`src/rtl/mux_arbiter8.sv`:
```
// mux_arbiter8: round-robin arbiter sharing one resource port among eight
// requesters. Holds the grant until the resource signals done, then returns
// the completion to the winner and rotates priority past it.
//
// state | meaning
// ------+-----------------------------------------------------------
// IDLE  | no transaction; arbitrate among req at the next edge
// BUSY  | grant/sel frozen, res_valid high, waiting for done
module mux_arbiter8 (
   input  logic       clk,
   input  logic       rst,
   input  logic [7:0] req,
   input  logic       done,
   output logic [7:0] grant,
   output logic [2:0] sel,
   output logic       res_valid,
   output logic [7:0] resp
);

   typedef enum logic {IDLE = 1'b0, BUSY = 1'b1} state_t;

   state_t     state, state_nxt;
   logic [2:0] ptr, ptr_nxt;
   logic [7:0] grant_nxt;
   logic [2:0] sel_nxt;
   logic [2:0] win;
   logic [2:0] idx;
   logic       found;

   // Winner search: walk offsets from 7 down to 0 so the lowest offset from ptr wins.
   always_comb begin
      win   = 3'd0;
      idx   = 3'd0;
      found = 1'b0;
      for (int i = 7; i >= 0; i--) begin
         idx = ptr + 3'(i);
         if (req[idx]) begin
            win   = idx;
            found = 1'b1;
         end
      end
   end

   // Next-state logic: grant on IDLE with any request, release on done in BUSY.
   always_comb begin
      state_nxt = state;
      ptr_nxt   = ptr;
      grant_nxt = grant;
      sel_nxt   = sel;
      case (state)
         IDLE: begin
            if (found) begin
               state_nxt = BUSY;
               sel_nxt   = win;
               grant_nxt = 8'b1 << win;
            end
         end
         BUSY: begin
            if (done) begin
               state_nxt = IDLE;
               grant_nxt = 8'd0;
               ptr_nxt   = sel + 3'd1;
            end
         end
         default: state_nxt = IDLE;
      endcase
   end

   // State and datapath registers; rst overrides any pending transition.
   always_ff @(posedge clk) begin
      if (rst) begin
         state <= IDLE;
         ptr   <= 3'd0;
         grant <= 8'd0;
         sel   <= 3'd0;
      end else begin
         state <= state_nxt;
         ptr   <= ptr_nxt;
         grant <= grant_nxt;
         sel   <= sel_nxt;
      end
   end

   // Resource request tracks BUSY; completion is routed back combinationally.
   always_comb begin
      res_valid = (state == BUSY);
      resp      = (state == BUSY && done && !rst) ? grant : 8'd0;
   end

endmodule

```
`config.mk`:
```
export PLATFORM = sky130hd
export DESIGN_NAME = mux_arbiter8
export DESIGN_NICKNAME = d
export VERILOG_FILES = /design/src/rtl/mux_arbiter8.sv
export SDC_FILE = /design/constraint.sdc
export NUM_CORES = 1
export LEC_CHECK = 0
export CAP_MARGIN = 20
export CORE_UTILIZATION = 53
export DETAILED_ROUTE_END_ITERATION = 16
export PLACE_DENSITY = 0.81
export SYNTH_ARGS = -nofsm -noshare
export SYNTH_HDL_FRONTEND = slang
export SYNTH_SLANG_ARGS = --single-unit
```
`constraint.sdc`:
```
create_clock -name clk -period 3.6 [get_ports clk]
set_input_delay 0.36 -clock clk [delete_from_list [all_inputs] [get_ports clk]]
set_output_delay 0.36 -clock clk [all_outputs]
set_load 0.01 [all_outputs]
```
# Word level (Yosys, flattened, before mapping)
# Cells that the tools add are included.
dict set report classes {
  mux 39
  shift 1
  reduce_logical 6
  magnitude_cmp 8
  n_addsub 8
  bitwise 1
  eq_ne 2
}
# op n
set ops {}
lappend ops {{3-bit by 4-bit < comparator with 1-bit output, second input constant} 8}
lappend ops {{1-bit binary-select mux with 3-bit select} 8}
lappend ops {{3-bit 2-to-1 mux} 8}
lappend ops {{8-bit 2-to-1 mux} 3}
lappend ops {{1-bit 2-to-1 mux} 18}
lappend ops {{8-bit one-hot mux with 2 select lines} 1}
lappend ops {{3-bit adder, second input constant} 4}
lappend ops {{1-bit by 3-bit left shift with 8-bit output, first input constant} 1}
lappend ops {{3-bit by 1-bit adder with 3-bit output, second input constant} 2}
lappend ops {{3-bit by 2-bit adder with 3-bit output, second input constant} 2}
lappend ops {{2-bit AND reduction} 3}
lappend ops {{2-bit != test, second input constant} 2}
lappend ops {{1-bit logical AND} 2}
lappend ops {{1-bit one-hot mux with 2 select lines} 1}
lappend ops {{1-bit zero test} 1}
lappend ops {{1-bit inverter} 1}
dict set report totals {
  output_inout_bits 20
  wordCells 69
  register_bits 15
  in_bits 11
}

# Logic depth before layout (Yosys ltp)
# Gate-level depths: netlist of run 1.
dict set report logic_depth {
  depth_word 14
  depth_mapped 12
  ltp_nobuf 9
}

# Worst setup path before layout of run 1
# Ideal clock, no wire load.
dict set report synth_path {
  path_type {reg2reg}
  startpoint {register ptr[0]}
  endpoint {register grant[2]}
  n_path_buf 3
  arrival_ns 2.940
  t_required_ns 3.543
  synth_period_minus_slack_ns 2.997
  setup_ns 0.057
  stages_incl_launch_ff 13
  setup_slack_ns 0.603
  cell_sequence {dfxtp_1 > buf_6 > buf_12 > inv_1 > ha_1 > buf_6 > mux2i_1 > mux4_2 > a21bo_4 > a31oi_1 > o32a_1 > or3b_4 > a2bb2o_4}
}
dict set report synth_via {
  elab_chain_len 14
  elab_cells_between_ends 44
  classes_between {add/sub: 7; eq/ne: 1; shift: 1; mux: 34; reduce/logical: 1}
}
# element line
set synth_rtl {}
lappend synth_rtl {{start, declared} 23} ;# logic [2:0] ptr, ptr_nxt;
lappend synth_rtl {{start signal, assigned} 78} ;# ptr <= ptr_nxt;
lappend synth_rtl {{3-bit adder} 36} ;# idx = ptr + 3'(i);
lappend synth_rtl {{1-bit binary-select mux with 3-bit select} 37} ;# if (req[idx]) begin
lappend synth_rtl {{1-bit 2-to-1 mux (implied by the code)} 37}
lappend synth_rtl {{3-bit 2-to-1 mux (8 in a row)} 37}
lappend synth_rtl {{1-bit by 3-bit left shift with 8-bit output} 55} ;# grant_nxt = 8'b1 << win;
lappend synth_rtl {{8-bit 2-to-1 mux} 52} ;# if (found) begin
lappend synth_rtl {{8-bit one-hot mux with 2 select lines} 50} ;# case (state)
lappend synth_rtl {{end signal, assigned} 79} ;# grant <= grant_nxt;
lappend synth_rtl {{end, declared} 14} ;# output logic [7:0] grant,
# Several ways; a longest one is shown, not always the timed one. The select of a mux whose other input is x is not followed.
# A chain may end at the register's enable or synchronous reset.

# Worst setup path after layout of run 1
# Same ends and word-level chain as after synthesis.

==> key figures, run 1 <==
Cells and area
  • Layout cell share with drive strength beyond 1: 0.150
  • Commonest non-fill, non-tap cell in the layout: clkdlybuf4s50_1
  • Final nets: 215
  • Antenna Cells: 0
  • Utilization after layout: 0.654
  • Syn-to-layout area delta: 17.5%
  • Most frequent cells in the layout: clkdlybuf4s50_1, nor2_1, mux2i_1

Timing
  • Final hold vios: 0
  • Slew @ Worst Pin: 677 ps
  • Max_slew headroom: 0.548
  • Minimum clock period: 3070 ps
  • Final setup TNS: 0 ps
  • RSZ-0062 raised after global routing: false
  • FMAX: 0.325 GHz
  • Final Cycle Share: 0.854
  • Final slew viol count: 0
  • Final setup violation count: 0
  • Max Clock Skew: 5.66 ps

Power
  • Peak VDD IR: 227 uV
  • Pwr/cell area: 308 mW/mm^2
  • Leakage: 0.748 nW
  • Total power: 615 uW

Placement
  • Post-DP HPWL: 3.33 mm
  • PortBufs: 30
  • RePlAce Congestion: 0.941

CTS
  • CTS tree: built
  • Deepest clock path buffer count: 2
  • Number of setup buffers added after CTS: 0
  • Later-pin clock latency in the skew report: 300 ps
  • # H-tree levels: 1
  • Resized Gates After CTS: 0
  • Clock slew at reported path FFs: 90 ps
  • CTS sink cnt: 15
  • Root Buffer: clkbuf_4
  • TritonCTS Buffers: 3
  • Post-CTS Hold Buffers: 0

Drt
  • Wire length per cell: 17.7 um
  • # DRC: 0
  • Routed Wire Length: 4.32 mm
  • Vias/cell: 6.41
  • Vias: 1563
  • ANT nets after route: 0
  • Starting DRT DRC Count: 121
  • Drt pass-1 iters: 4

Yosys
  • Yosys Warn Count: 0
  • Most used DFF post-synth: dfxtp_1
  • Yosys reg bits: 15
  • Number of synthesized flops with an enable pin: 0
  • Avg Cell Area, Syn: 9.71 um^2
  • Yosys top cell by area: dfxtp_1
  • Synth Net Count: 189
  • Top area cells in the synthesized netlist: dfxtp_1, mux2i_1, mux4_1, mux4_2, mux2_2
  • Yosys top cell area share: 0.177
  • Mapped Area: 0.00170 mm^2
  • Syn Inst Count: 175
  • Yosys cell types: 49
  • Post-synthesis sequential area ratio: 0.177
  • Asr flop ratio synth: 0

Hold path
  • Hold crit path type: flip-flop to flip-flop
  • Hold Crit Start: grant[5]

Worst setup path
  • Crit. Startpoint: ptr[0]
  • CP Class: flip-flop to flip-flop
  • WP data arrival: 3330 ps
  • Worst R2R Setup Slack: 530 ps
  • Reg2Reg Depth: 9
  • Worst setup path endpoint: grant[2]
  • Reg2reg start: ptr[0]
  • CP Capture Type: flip-flop
  • Startpoint Class: flip-flop
  • Reg-to-reg endpoint: grant[2]
  • CP required: 3850 ps
  • Critical path peak fanout: 27

Run
  • Max-cap viol count: 0

Global routing
  • Initial antenna violation count: 0
  • GRT overflow: 0
  • Tot GR Track Use: 0.266
  • Global-route wire length before repair: 6.94 mm
  • Largest net degree at the start of global routing: 28
  • Vias in the first global route: 1442

Die
  • Area of the die: 0.00344 mm^2
  • Core ar.: 0.00305 mm^2
  • Die Y-Extent: 58.6 um
  • Io pins: 31
  • Site Rows: 20
  • Starting Density: 0.557
  • Die Width: 58.6 um

Run status
  • Outcome: completed
## state kept, by name, indices dropped and copies added (netlist names)
| register | count |
|---|---|
| grant | 8 |
| ptr | 3 |
| sel | 3 |
| res_valid | 1 |
## routing by layer
layer	up-vias	track usage	part of all wire	routed length, um
met5	-	0	0	0
met4	0	0.0918	0.019	83
met3	9	0.0198	0.047	202
met2	54	0.443	0.50	2140
met1	756	0.365	0.44	1890
li1	744	-	-	-
## worst min-delay path by stage
stage | endpoint | slack, ps | depth (start not counted)
after detailed placement | grant[5] | 470 | 1
final | grant[5] | 490 | 1
after floorplan | res_valid | 460 | 1
after global placement | grant[0] | 470 | 1
after global routing | grant[4] | 500 | 1
after CTS | grant[5] | 490 | 1
## kinds of logic (layout without fill, tap and decap cells)
logic type      after synthesis  in the layout  share of synthesized area
mux                          38             38                      0.341
simple gates                 52             52                      0.152
xor+xnor                      3              3                     0.0155
compound gates               43             43                      0.209
flops                        15             15                      0.177
fa+ha+maj                     3              3                     0.0221
buf+inv                      21             46                     0.0832
## cell type report
cell class | instances | area [um^2]
clock buffers | 3 | 22.5
clock inverters | 1 | 5.00
fillers | 260 | 1060
inverters | 9 | 33.8
multi-input cells | 139 | 1260
flip-flops and latches | 15 | 300
well taps | 44 | 55.1
repair buffers | 33 | 323
## through the flow
stage	std cells	setup slack, ps	hold WS (ps)	instance area (um^2)
2_1_floorplan	175	603	459	1700
3_3_place_gp	240	582	468	1970
3_5_place_dp	240	460	473	1970
4_1_cts	244	529	488	2000
5_1_grt	244	361	502	2000
6_report	244	526	486	2000
## cell usage after synthesis (4+ instances only)
master      n
mux2i_1    17
nor2_1     17
dfxtp_1    15
and2_1      9
nand2_1     9
a21oi_1     7
inv_1       7
mux2_2      7
mux4_2      7
o2bb2ai_1   7
mux4_1      6
a221oi_1    5
buf_4       5
nor3_1      4
## where the power goes
part / switching (mW) / internal, mW / leakage, nW / total, mW
logic: 0.165 / 0.154 / 0.608 / 0.319
clock network: 0.0586 / 0.0415 / 0.0177 / 0.100
registers: 0.0154 / 0.180 / 0.123 / 0.196
## critical path, stage by stage (launching register included)
cell and delay (ps):
dfxtp_1 320, buf_4 230, ha_1 310, xnor2_1 510
mux4_2 440, a21bo_4 190, a31oi_1 40, o32a_1 340
or3b_4 420, a2bb2o_4 220
Note: power is estimated with default switching activity, not from simulation.
==> inputs of run 2 (changes only) <==
CORE_ASPECT_RATIO = 0.8   (was default)
CORE_UTILIZATION = 36   (was 53)
PLACE_DENSITY = default   (was 0.81)
==> run 2 against run 1 <==
  * Core utilization shrank 19 points
  * Hold slack lost 5.4 ps
  * Routed wire length grew 6.3%
  * Largest power group unchanged
  * Fmax shrank 7.1%
  * Sequential share of layout area shrank 0.36 points
  * Sequential power is essentially flat
  * Combinational power grew 3%
  * Via count grew 2.7%
  * Worst setup slack lost 240 ps
  * Die area grew 46%
  * Register-to-register slack lost 240 ps
  * Clock power grew 36%
==> key figures, run 2 (synthesized netlist as in run 1, its figures left out) <==
Worst setup path
  • WP data arrival: 3480 ps
  • CP required: 3770 ps
  • CP Capture Type: flip-flop
  • Critical path peak fanout: 13
  • Startpoint Class: flip-flop
  • CP Class: flip-flop to flip-flop

Die
  • Starting Density: 0.390
  • Area of the die: 0.00500 mm^2
  • Core ar.: 0.00436 mm^2
  • Io pins: 31
  • Site Rows: 21
  • Die Width: 78.8 um
  • Die Y-Extent: 63.4 um

Cells and area
  • Layout cell share with drive strength beyond 1: 0.153
  • Final Instance Count excl. Fillers: 259
  • Syn-to-layout area delta: 20.4%
  • Utilization after layout: 0.469
  • Commonest non-fill, non-tap cell in the layout: clkdlybuf4s50_1
  • Top reg by flops: grant
  • Final nets: 217
  • Top flop regs: grant (8), ptr (3), sel (3)
  • Fillers: 418
  • Multi-input logic area: 0.00126 mm^2
  • Most frequent cells in the layout: clkdlybuf4s50_1, nor2_1, mux2i_1
  • Max reg flops: 8
  • Antenna Cells: 0
  • Seq. cell area: 300 um^2

Timing
  • FMAX: 0.302 GHz
  • Worst hold slack: 481 ps
  • Slew @ Worst Pin: 725 ps
  • Final Cycle Share: 0.920
  • Final setup violation count: 0
  • Max Clock Skew: 4.56 ps
  • RSZ-0062 raised after global routing: false
  • Final hold vios: 0
  • Minimum clock period: 3310 ps
  • Final setup TNS: 0 ps
  • Final slew viol count: 0
  • Max_slew headroom: 0.514

Power
  • Clk pwr share: 0.205
  • Part of the power in registers: 0.298
  • Int Power: 417 uW
  • Leakage: 0.763 nW
  • Switching Fraction: 0.370
  • Gate power share: 0.497
  • Pwr/cell area: 323 mW/mm^2
  • Peak VDD IR: 293 uV
  • NetSw: 245 uW

Global routing
  • Initial antenna violation count: 0
  • Tot GR Track Use: 0.184
  • Global-route wire length before repair: 7.34 mm
  • Largest net degree at the start of global routing: 28
  • GRT overflow: 0
  • Vias in the first global route: 1493

CTS
  • # H-tree levels: 1
  • TritonCTS Buffers: 3
  • Post-CTS Hold Buffers: 0
  • Later-pin clock latency in the skew report: 250 ps
  • Resized Gates After CTS: 0
  • CTS tree: built
  • Deepest clock path buffer count: 2
  • Root Buffer: clkbuf_8
  • Clock slew at reported path FFs: 60 ps
  • Number of setup buffers added after CTS: 0
  • CTS sink cnt: 15

Drt
  • Vias/cell: 6.20
  • # DRC: 0
  • Routed Wire Length: 4.59 mm
  • ANT nets after route: 0
  • Drt pass-1 iters: 5
  • Vias: 1605
  • Wire length per cell: 17.7 um
  • Starting DRT DRC Count: 98

Run
  • Max-cap viol count: 0

Hold path
  • Hold crit path type: flip-flop to flip-flop

Placement
  • RePlAce Congestion: 0.922
  • Placed insts: 255
  • Post-DP HPWL: 3.48 mm
  • PortBufs: 30

Run status
  • Outcome: completed
-- run 2: metal layers --
layer	global-route usage	vias up	share of wire
met3	0.0261	4	0.079
met5	0	-	0
met2	0.274	81	0.43
met4	0.0386	0	0.0068
met1	0.280	781	0.48
li1	-	739	-
-- run 2: worst max-delay path, cell delays in order, from the launching register on --
cell	delay [ps]
dfxtp_1	340
inv_1	120
ha_1	670
mux2i_1	250
mux4_2	550
and3_2	240
o31a_1	260
a211oi_2	380
o21ai_0	240
o2bb2ai_1	180
-- run 2: stage by stage --
step                      setup WS, ps  power, mW  instance area, um^2
final                              289      0.661                 2050
after floorplan                    603      0.435                 1700
after global routing               167      0.697                 2050
after global placement             430      0.516                 2000
after detailed placement           380      0.522                 2000
after CTS                          361      0.658                 2050
-- run 2: path summary, 6_finish.rpt --
path	from	endpoint	slack, ps	depth (start not counted)
worst max-delay path	ptr[0]	grant[7]	290	9
worst min-delay path	grant[1]	grant[1]	480	1
worst max register to register	ptr[0]	grant[7]	290	9
worst min register to register	grant[1]	grant[1]	480	1
-- run 2: layout make-up --
type / count / share of cell area
multi-input cells: 139 / 0.615
repair buffers: 35 / 0.165
flip-flops and latches: 15 / 0.147
well taps: 57 / 0.0349
clock buffers: 4 / 0.0220
inverters: 9 / 0.0165
-- run 2: power groups by stage --
stage	Combinational [mW]	Clock (mW)	Sequential, mW
CTS	0.323	0.138	0.197
global placement	0.316	0	0.200
global route	0.351	0.147	0.199
detailed placement	0.322	0	0.200
finish	0.328	0.136	0.197
floorplan	0.235	0	0.200
